[config.mk]
export PLATFORM = sky130hd
export DESIGN_NAME = hw_loop_counter
export DESIGN_NICKNAME = d
export VERILOG_FILES = /design/src/rtl/hw_loop_counter_pkg.sv /design/src/rtl/hw_loop_counter_inc32.sv /design/src/rtl/hw_loop_counter.sv
export SDC_FILE = /design/constraint.sdc
export NUM_CORES = 1
export LEC_CHECK = 0
export BUFFER_PORTS_ARGS = -buffer_cell sky130_fd_sc_hd__buf_2
export CORE_MARGIN = 2
export CORE_UTILIZATION = 51
export CTS_CLUSTER_SIZE = 30
export DETAILED_ROUTE_END_ITERATION = 10
export PLACE_DENSITY = 0.78
export SLEW_MARGIN = 20
export SYNTH_ARGS = -nofsm -noshare
export SYNTH_HDL_FRONTEND = slang
export SYNTH_HIERARCHICAL = 1
export SYNTH_SLANG_ARGS = --single-unit
[constraint.sdc]
create_clock -name CLK -period 1.9 [get_ports CLK]
set_input_delay 0.38 -clock CLK [delete_from_list [all_inputs] [get_ports CLK]]
set_output_delay 0.38 -clock CLK [all_outputs]
set_load 0.01 [all_outputs]
[src/rtl/hw_loop_counter_pkg.sv]
// Shared definitions for the hardware loop counter: FSM state encodings
// and the terminal count value.
package hw_loop_counter_pkg;

  typedef enum logic [1:0] {
    HWL_IDLE = 2'd0,
    HWL_RUN  = 2'd1,
    HWL_DONE = 2'd2
  } hwl_state_e;

  localparam logic [31:0] HWL_ALL_ONES = 32'hFFFF_FFFF;

endpackage

[src/rtl/hw_loop_counter_inc32.sv]
// Combinational +1 incrementer producing the next loop count.
module inc32 #(
  parameter int WIDTH = 32
) (
  input  logic [WIDTH-1:0] a,
  output logic [WIDTH-1:0] y
);

  localparam logic [WIDTH-1:0] ONE = {{(WIDTH-1){1'b0}}, 1'b1};

  // Unsigned add of one; wrap is unreachable because the caller checks
  // for all-ones before taking the incremented value.
  always_comb begin
    y = a + ONE;
  end

endmodule

[src/rtl/hw_loop_counter.sv]
// Hardware loop counter: preloaded with ~(N-1), counts up once per
// completed iteration and finishes when the count is all-ones.
module hw_loop_counter
  import hw_loop_counter_pkg::*;
#(
  parameter int WIDTH = 32
) (
  input  logic             CLK,
  input  logic             RESET,
  input  logic             START,
  input  logic [WIDTH-1:0] INIT,
  input  logic             STEP,
  input  logic             ABORT,
  output logic [WIDTH-1:0] CNT,
  output logic             CNT_VALID,
  output logic             BUSY,
  output logic             DONE
);

  hwl_state_e       state, state_nxt;
  logic [WIDTH-1:0] cnt, cnt_nxt, cnt_inc;
  logic             cnt_last;

  inc32 #(.WIDTH(WIDTH)) u_inc (
    .a (cnt),
    .y (cnt_inc)
  );

  // Terminal detect: the final iteration is the one taken at all-ones.
  always_comb begin
    cnt_last = &cnt;
  end

  // Next-state and next-count decode; ABORT wins over STEP in RUN.
  always_comb begin
    state_nxt = state;
    cnt_nxt   = cnt;
    unique case (state)
      HWL_IDLE: begin
        if (START && !ABORT) begin
          cnt_nxt   = INIT;
          state_nxt = HWL_RUN;
        end
      end
      HWL_RUN: begin
        if (ABORT) begin
          cnt_nxt   = '0;
          state_nxt = HWL_IDLE;
        end else if (STEP) begin
          if (cnt_last) begin
            state_nxt = HWL_DONE;
          end else begin
            cnt_nxt = cnt_inc;
          end
        end
      end
      HWL_DONE: begin
        state_nxt = HWL_IDLE;
        if (ABORT) begin
          cnt_nxt = '0;
        end
      end
      default: begin
        state_nxt = HWL_IDLE;
        cnt_nxt   = '0;
      end
    endcase
  end

  // State and count registers; reset returns to an empty idle loop.
  always_ff @(posedge CLK) begin
    if (RESET) begin
      state <= HWL_IDLE;
      cnt   <= '0;
    end else begin
      state <= state_nxt;
      cnt   <= cnt_nxt;
    end
  end

  // Outputs come straight from the registers.
  always_comb begin
    CNT       = cnt;
    CNT_VALID = (state == HWL_RUN);
    BUSY      = (state != HWL_IDLE);
    DONE      = (state == HWL_DONE);
  end

endmodule

==> results of run 1 <==
-- sequential cells by signal (all words and copies together) (netlist names) --
signal	flops
state	2
CNT	32
-- cells in the final DEF, fill, tap and decap left out, types with 2 or more instances in the layout --
master and count:
sky130_fd_sc_hd__a211oi_1 2, sky130_fd_sc_hd__a211oi_2 30, sky130_fd_sc_hd__a21oi_1 31, sky130_fd_sc_hd__a21oi_2 2
sky130_fd_sc_hd__a31o_1 30, sky130_fd_sc_hd__a31o_2 2, sky130_fd_sc_hd__and3_1 5, sky130_fd_sc_hd__and4_2 4
sky130_fd_sc_hd__buf_12 4, sky130_fd_sc_hd__buf_2 71, sky130_fd_sc_hd__buf_4 46, sky130_fd_sc_hd__clkbuf_8 5
sky130_fd_sc_hd__clkinv_2 2, sky130_fd_sc_hd__dfxtp_1 31, sky130_fd_sc_hd__dfxtp_2 3, sky130_fd_sc_hd__inv_1 7
sky130_fd_sc_hd__nand2_1 74, sky130_fd_sc_hd__nand3_1 11, sky130_fd_sc_hd__nand3_4 3, sky130_fd_sc_hd__nand4_1 11
sky130_fd_sc_hd__nor2_1 4, sky130_fd_sc_hd__nor2b_1 3, sky130_fd_sc_hd__nor3_1 34, sky130_fd_sc_hd__nor3_2 2
sky130_fd_sc_hd__nor4_2 11, sky130_fd_sc_hd__o21a_1 32, sky130_fd_sc_hd__xnor2_1 11, sky130_fd_sc_hd__xor2_1 19
-- kinds of logic (layout without fill, tap and decap cells) --
logic type	count (synthesis)	count (layout)	synth area share (%)
AOI/OAI and AO/OA	132	132	32.7
xor gates and xnor gates	30	30	7.72
adders and majority gates	1	1	0.368
buffers and inverters	46	136	11.7
DFF	34	34	20.0
and+or+nand+nor	174	174	27.5
-- what timing repair did --
action,4_1_cts,5_1_grt
endpoints found under the setup margin,0,17
hold endpoints to repair,0,0
setup buffers,0,1
gates resized for setup,0,16
-- cell type report --
class,instances,share of cell area [%]
Multi-Input combinational cell,337,58.6
Timing Repair Buffer,121,19.0
Clock buffer,5,1.68
Tap cell,77,2.35
Inverter,7,0.641
Sequential cell,34,16.7
Clock inverter,3,0.977
-- metal layers --
layer,track usage (%),wire length (um),vias up,part of all wire [%]
li1,-,-,1718,-
met1,35.9,4130,1722,42
met2,45.6,4830,148,49
met3,4.04,726,18,7.4
met4,9.09,170,0,1.7
met5,0,0,-,0
-- synthesized netlist by cell type (2+ instances only) --
cell type | n | area, um2
sky130_fd_sc_hd__nand2_1 | 74 | 278
sky130_fd_sc_hd__nand3_4 | 2 | 35.0
sky130_fd_sc_hd__clkbuf_8 | 13 | 179
sky130_fd_sc_hd__a211oi_1 | 2 | 15.0
sky130_fd_sc_hd__a211oi_2 | 31 | 388
sky130_fd_sc_hd__xor2_1 | 19 | 166
sky130_fd_sc_hd__nor3_1 | 36 | 180
sky130_fd_sc_hd__and3_1 | 5 | 31.3
sky130_fd_sc_hd__o21a_1 | 32 | 240
sky130_fd_sc_hd__dfxtp_1 | 34 | 681
sky130_fd_sc_hd__nor2_1 | 5 | 18.8
sky130_fd_sc_hd__buf_6 | 5 | 56.3
sky130_fd_sc_hd__buf_2 | 7 | 35.0
sky130_fd_sc_hd__nand3_1 | 11 | 55.1
sky130_fd_sc_hd__buf_4 | 13 | 97.6
sky130_fd_sc_hd__a31o_2 | 2 | 17.5
sky130_fd_sc_hd__nand3_2 | 2 | 20.0
sky130_fd_sc_hd__and4_1 | 5 | 43.8
sky130_fd_sc_hd__xnor2_1 | 11 | 96.3
sky130_fd_sc_hd__a21oi_2 | 2 | 17.5
sky130_fd_sc_hd__inv_1 | 7 | 26.3
sky130_fd_sc_hd__nor4_2 | 5 | 62.6
sky130_fd_sc_hd__nor4_1 | 6 | 37.5
sky130_fd_sc_hd__nand4_1 | 11 | 68.8
sky130_fd_sc_hd__a31o_1 | 30 | 263
sky130_fd_sc_hd__a21oi_1 | 31 | 155
sky130_fd_sc_hd__nor2b_1 | 4 | 25.0
-- power by group through the flow --
stage / Clock [uW] / Sequential (uW) / Combinational [uW]
global route: 723 / 841 / 793
floorplan: 0 / 898 / 418
CTS: 696 / 829 / 727
detailed placement: 0 / 844 / 723
finish: 692 / 832 / 726
global placement: 0 / 841 / 705
-- critical path, delay by kind of cell, from the launching register on --
family	cells	cell delay, ns
DFF	1	0.33
and+or+nand+nor	3	0.89
xor gates and xnor gates	1	0.18
AOI/OAI and AO/OA	2	0.33
-- through the flow --
| step | hold slack, ns | total power (uW) | instance area, um2 | instances | worst slack (ns) |
|---|---|---|---|---|---|
| after detailed placement | 0.636 | 1570 | 3920 | 575 | 0.0286 |
| after CTS | 0.391 | 2250 | 4030 | 583 | 0.00710 |
| after floorplan | 0.536 | 1320 | 3400 | 417 | 0.0399 |
| after global placement | 0.617 | 1550 | 3920 | 575 | 0.0787 |
| final | 0.387 | 2250 | 4100 | 584 | 0.0812 |
| after global routing | 0.404 | 2360 | 4100 | 584 | -0.0317 |
-- final timing paths --
kind	from	to	cells after the start
worst max-delay path	CNT[8]	CNT[19]	6
worst min-delay path	STEP	state[1]	3
worst max register to register	CNT[8]	CNT[19]	6
worst min register to register	CNT[14]	CNT[14]	2
==> results.txt, run 1 <==
- Result of the run: completed
* GRT overflow: 0
- Input and output buffers added on the ports amount to 71.
- Leakage power figure: 0.00165 uW
- Final critical delay including setup and external delays: 1.82 ns
* Number of design-rule violations left by the first detailed-router iteration: between 200 and 250
- Each instance of the synthesized netlist takes up on average between 8 and 9 um2.
* MaxCap Viol Count: 0
* Syn nets: 455
* Number of clock sinks seen by CTS: 34
- The share of the Yosys chip area taken by registers is 20.0%.
* Worst stage delay on the critical path: 0.35 ns
- In the routed design, unresolved DRC markers number 0.
- Synthesis handed over a netlist of around 420 instances.
* Total power per unit cell area: 549 mW/mm2
* Via density per instance: 6.17
* Kind of path behind the tightest hold check: input port to register
- The clock reaches the later pin of the worst-skew pair after 0.30 ns.
- Relative contribution of combinational cells to total power: 32.3%
* First-pass GRT wire length: about 16,000 um
* Dominant synthesized flop cell: sky130_fd_sc_hd__dfxtp_1
- At the worst endpoint, the required time is 2.12 ns.
- Achievable Freq: 0.550 GHz
* Max rail drop VDD: 0.318 mV
- Post-synth EDFFs: 0
- The signal on the critical path passes through and4_2 > nand3_4 > nor3b_1 > xor2_1 > a21oi_1 > a211oi_2.
* Cell variety after synth: 39
* Number of warnings reported in the yosys synthesis log: 6
* Number of antenna violations at the first check in global routing: 0
- Counting along the longest clock path gives a buffer depth of 2.
* Clock-pin slew of the registers on the worst-case setup and hold paths: 0.08 ns
* Critical-path top delay cell: sky130_fd_sc_hd__and4_2
* Start-to-end type of the worst setup path: register to register
- STA classifies the critical path startpoint as a register.
- Global router's overall resource usage: 27.2%
- Across the whole layout, storage elements account for 684 um2.
* Fin Clk Skew: 0.00435 ns
- The mapped netlist covers 0.00340 mm2.
- Asr flop ratio synth: 0%
* Post-cts hold buffer count: 0
- Setup repair after global routing could not meet its margin everywhere.
* Relative area change from synthesis to final layout: 20.5%
- The die covers 0.00734 mm2.
- The cell sitting at the root of the clock tree is a sky130_fd_sc_hd__clkbuf_8.
- Clock tree from TritonCTS: done
* Cts bufs inserted: 5
* Drt wl/cell: 16.9 um
- Slew at the pin closest to its max-slew limit: roughly 0.43 ns
- Number of detailed-route iterations in the first pass: 4
- Worst-path maximum fanout: 10
- Share of final-layout standard cells stronger than drive strength 1: 38.5%
- Cells fill 64.2% of the core in the end.
- The HPWL after detailed placement is 6690 um.
- Kind of end point of the critical path: register
- In the finished design, the share of the clock period the worst path needs comes to 95.7%.
- For the worst setup path, the data arrival time is 2.04 ns.
- Number of fillers in the final layout: 579
* Area of the placeable core: 0.00639 mm2
- The repair_antennas step left the layout with diodes totalling 0.
- Sequential cells burn 37.0% of the power.
* Setup slack of the worst register-to-register path: 0.08 ns
- Horizontal die dimension: roughly 86 um
* Gpl congestion: approximately 0.90
* Relative max-transition margin: 71.0%
* Area of the multi-input gates: 0.00240 mm2
* Internal power of the cells: 1490 uW
- Count of vias placed by the detailed router: 3,606
- Hold Violations, Final: 0
- Once the floorplan was initialized, standard cells occupied a little over half of the core.
- The clock network burns 30.7% of the power.
* Number of global-route vias before repair: 3,417
- Die boundary height: 85.7 um
* Synthesized flop and latch total: 34
- around 70 I/O pins were placed.
- Total negative setup slack: 0 ns
* Final number of setup-violating endpoints: 0
- # H-tree levels: 2
* Largest net degree at the start of global routing: 48
- The analysis attributes to net switching a power of 758 uW.
- Of the total power, the share spent switching nets is around a third.
- Number of standard-cell rows in the floorplan: 29
- The routed design has 9850 um of wire.
- Number of nets in the layout: 544
* Number of max-slew violations in the final report: 0
- Count of nets left with antenna violations after detail routing: 0
(Power assumes the default switching activity.)
==> inputs of run 2 (changes only) <==
ABC_AREA = 0   (was unset)
CORE_UTILIZATION = 25   (was 51)
PLACE_DENSITY = 0.44   (was 0.78)
==> results.txt, run 2 (synthesis gave the netlist of run 1 again) <==
- Crit path launch: CNT[1] (was CNT[8])
* Number of DRC violations after detailed routing: 0 (unchanged)
- Via density per instance: 5.06 (was 6.17)
* Result of the run: completed (unchanged)
- GRT overflow: 0 (unchanged)
- Hold Violations, Final: 0 (unchanged)
- Post-placement setup slack: 0.0245 ns (was 0.0286 ns)
* Largest net degree at the start of global routing: 65 (was 48)
- The share of layout cells above drive strength 1 was 37.3% (was 38.5%).
* Global router's overall resource usage: 15.9% (was 27.2%)
* Number of standard-cell rows in the floorplan: 42 (was 29)
- MaxCap Viol Count: 0 (unchanged)
- The master cell of the clock root buffer was sky130_fd_sc_hd__clkbuf_16 (was sky130_fd_sc_hd__clkbuf_8).
- Sum of net half-perimeters after detailed placement: 8000 um (was 6690 um)
- Clock tree from TritonCTS: done (unchanged)
- The flip-flop count of the largest register after layout is 32 (unchanged).
- The count of nets left with antenna violations after detail routing came to 0 (unchanged).
- The clock insertion delay at the later pin of the skew report is 0.28 ns (was 0.30 ns).
- Crit path required time: 2.09 ns (was 2.12 ns)
- The routability-driven placement congestion ratio is 0.783 (was 0.897).
- The number of search-and-repair iterations in the first detailed-routing pass is 4 (unchanged).
* Start-to-end type of the worst setup path: register to register (unchanged)
* Unrepaired setup endpoints after global routing: false (was true)
- The source of the worst register-to-register timing path is CNT[1] (was CNT[8]).
- The final worst clock skew is 0.00822 ns (was 0.00435 ns).
- Horizontal die dimension: 121 um (was 85.7 um)
- Kind of path behind the tightest hold check: input port to register (unchanged)
* Bufs on Longest Clock Path: 2 (unchanged)
- The post-detailed-route wirelength per cell was 16.7 um (was 16.9 um).
- Achievable Freq: 0.557 GHz (was 0.550 GHz)
- The kind of end point of the critical path is a register (unchanged).
- The max-slew violation count came to 0 (unchanged).
- The transition time at the pin with the least slew margin came to 0.409 ns (was 0.434 ns).
* Number of nets in the layout: 546 (was 544)
- The total clock buffers created by CTS is 5 (unchanged).
* Leading cell type in the layout, fill and taps excluded: sky130_fd_sc_hd__nand2_1 (unchanged)
* Relative area change from synthesis to final layout: 26.4% (was 20.5%)
- The share of the cycle needed by the critical path after routing was 94.5% (was 95.7%).
- Clock-pin slew of the registers on the worst-case setup and hold paths: 0.06 ns (was 0.08 ns)
- Number of clock sinks seen by CTS: 34 (unchanged)
- The minimum clock period after layout is 1.79 ns (was 1.82 ns).
* Max rail drop VDD: 0.282 mV (was 0.318 mV)
* Worst Hold Launch: STEP (unchanged)
* Area of the placeable core: 0.0132 mm2 (was 0.00639 mm2)
* Post-cts hold buffer count: 0 (unchanged)
- Die Outline Area: 0.0146 mm2 (was 0.00734 mm2)
* Die boundary height: 121 um (was 85.7 um)
* Leakage power figure: 0.00170 uW (was 0.00165 uW)
- The wire length after detailed routing came to 11,500 um (was 9850 um).
- Setup slack of the worst register-to-register path: 0.11 ns (was 0.08 ns)
- The initial standard-cell utilization of the core was 25.7% (was 53.3%).
- Count of vias placed by the detailed router: 3,465 (was 3,606)
* Top library cells by usage in the layout, fill and taps aside: 74 x sky130_fd_sc_hd__nand2_1, 71 x sky130_fd_sc_hd__buf_2, 47 x sky130_fd_sc_hd__buf_4, 36 x sky130_fd_sc_hd__nor3_1, 33 x sky130_fd_sc_hd__dfxtp_1 (was 74 x sky130_fd_sc_hd__nand2_1, 71 x sky130_fd_sc_hd__buf_2, 46 x sky130_fd_sc_hd__buf_4, 34 x sky130_fd_sc_hd__nor3_1, 32 x sky130_fd_sc_hd__o21a_1)
- The areal power density over the cells was 583 mW/mm2 (was 549 mW/mm2).
* Number of buffer cells added on primary ports: 71 (unchanged)
* # H-tree levels: 2 (unchanged)
- The post-route setup TNS was 0 ns (unchanged).
- The number of top-level pins is 72 (unchanged).
* Final number of setup-violating endpoints: 0 (unchanged)
- Number of global-route vias before repair: 3,621 (was 3,417)
* CP Launch Type: register (unchanged)
- Data arrival time of the worst path: 1.98 ns (was 2.04 ns)
- The total inserted antenna cells is 0 (unchanged).
- The worst relative slew slack is 72.7% (was 71.0%).
- The initial antenna violation count came to 0 (unchanged).
- The violation count after the first detailed-route iteration is 167 (was 219).
- The largest fanout of any net on the critical path is 18 (was 10).
- First-pass GRT wire length: 18,800 um (was 16,300 um)
- The smallest setup slack after layout came to 0.105 ns (was 0.0812 ns).
==> run 2: path summary, 6_finish.rpt <==
kind	endpoint	cells past startpoint
min reg2reg	CNT[10]	3
max reg2reg	CNT[1]	6
max	CNT[1]	6
min	state[1]	3
==> run 2: metrics by stage <==
stage / util, % / cells / hold WS [ns] / cell area, um2 / power, uW
after floorplan: - / 417 / 0.536 / 3400 / 1320
after global placement: 30.6 / 675 / 0.677 / 4050 / 1580
after detailed placement: 30.6 / 675 / 0.667 / 4050 / 1590
after CTS: 31.8 / 683 / 0.396 / 4210 / 2530
after global routing: 32.5 / 685 / 0.424 / 4300 / 2630
final: 32.5 / 685 / 0.394 / 4300 / 2510
==> run 2: layout make-up <==
type                    instances  area, um2
clock buffers                   7        133
clock inverters                 1       30.0
fillers                      1469       8940
inverters                       7       26.3
multi-input cells             338       2420
flip-flops and latches         34        682
well taps                     176        220
repair buffers                122        788
==> run 2: timing repair <==
| action | 4_1_cts | 5_1_grt |
|---|---|---|
| buffers inserted | 0 | 1 |
| resized for setup | 0 | 15 |
| setup endpoints to repair | 0 | 20 |
==> run 2: routing by layer <==
metal	wire length [um]	GRT usage (%)	up-vias
li1	-	-	1717
met4	167	4.00	0
met1	5560	20.4	1675
met2	5340	27.4	59
met3	395	2.74	14
met5	0	0	-
==> run 2: report_power, final <==
group / switching (uW) / internal, uW / total (uW)
clock network: 317 / 621 / 938
registers: 48.4 / 770 / 819
logic: 418 / 334 / 753
==> run 2: critical path, cell delays in order, from the launching register on <==
cell and delay (ns):
sky130_fd_sc_hd__dfxtp_1 0.36, sky130_fd_sc_hd__buf_4 0.18, sky130_fd_sc_hd__nand4_2 0.14, sky130_fd_sc_hd__nor4_4 0.44, sky130_fd_sc_hd__a211oi_4 0.13, sky130_fd_sc_hd__buf_12 0.19, sky130_fd_sc_hd__a211oi_1 0.26
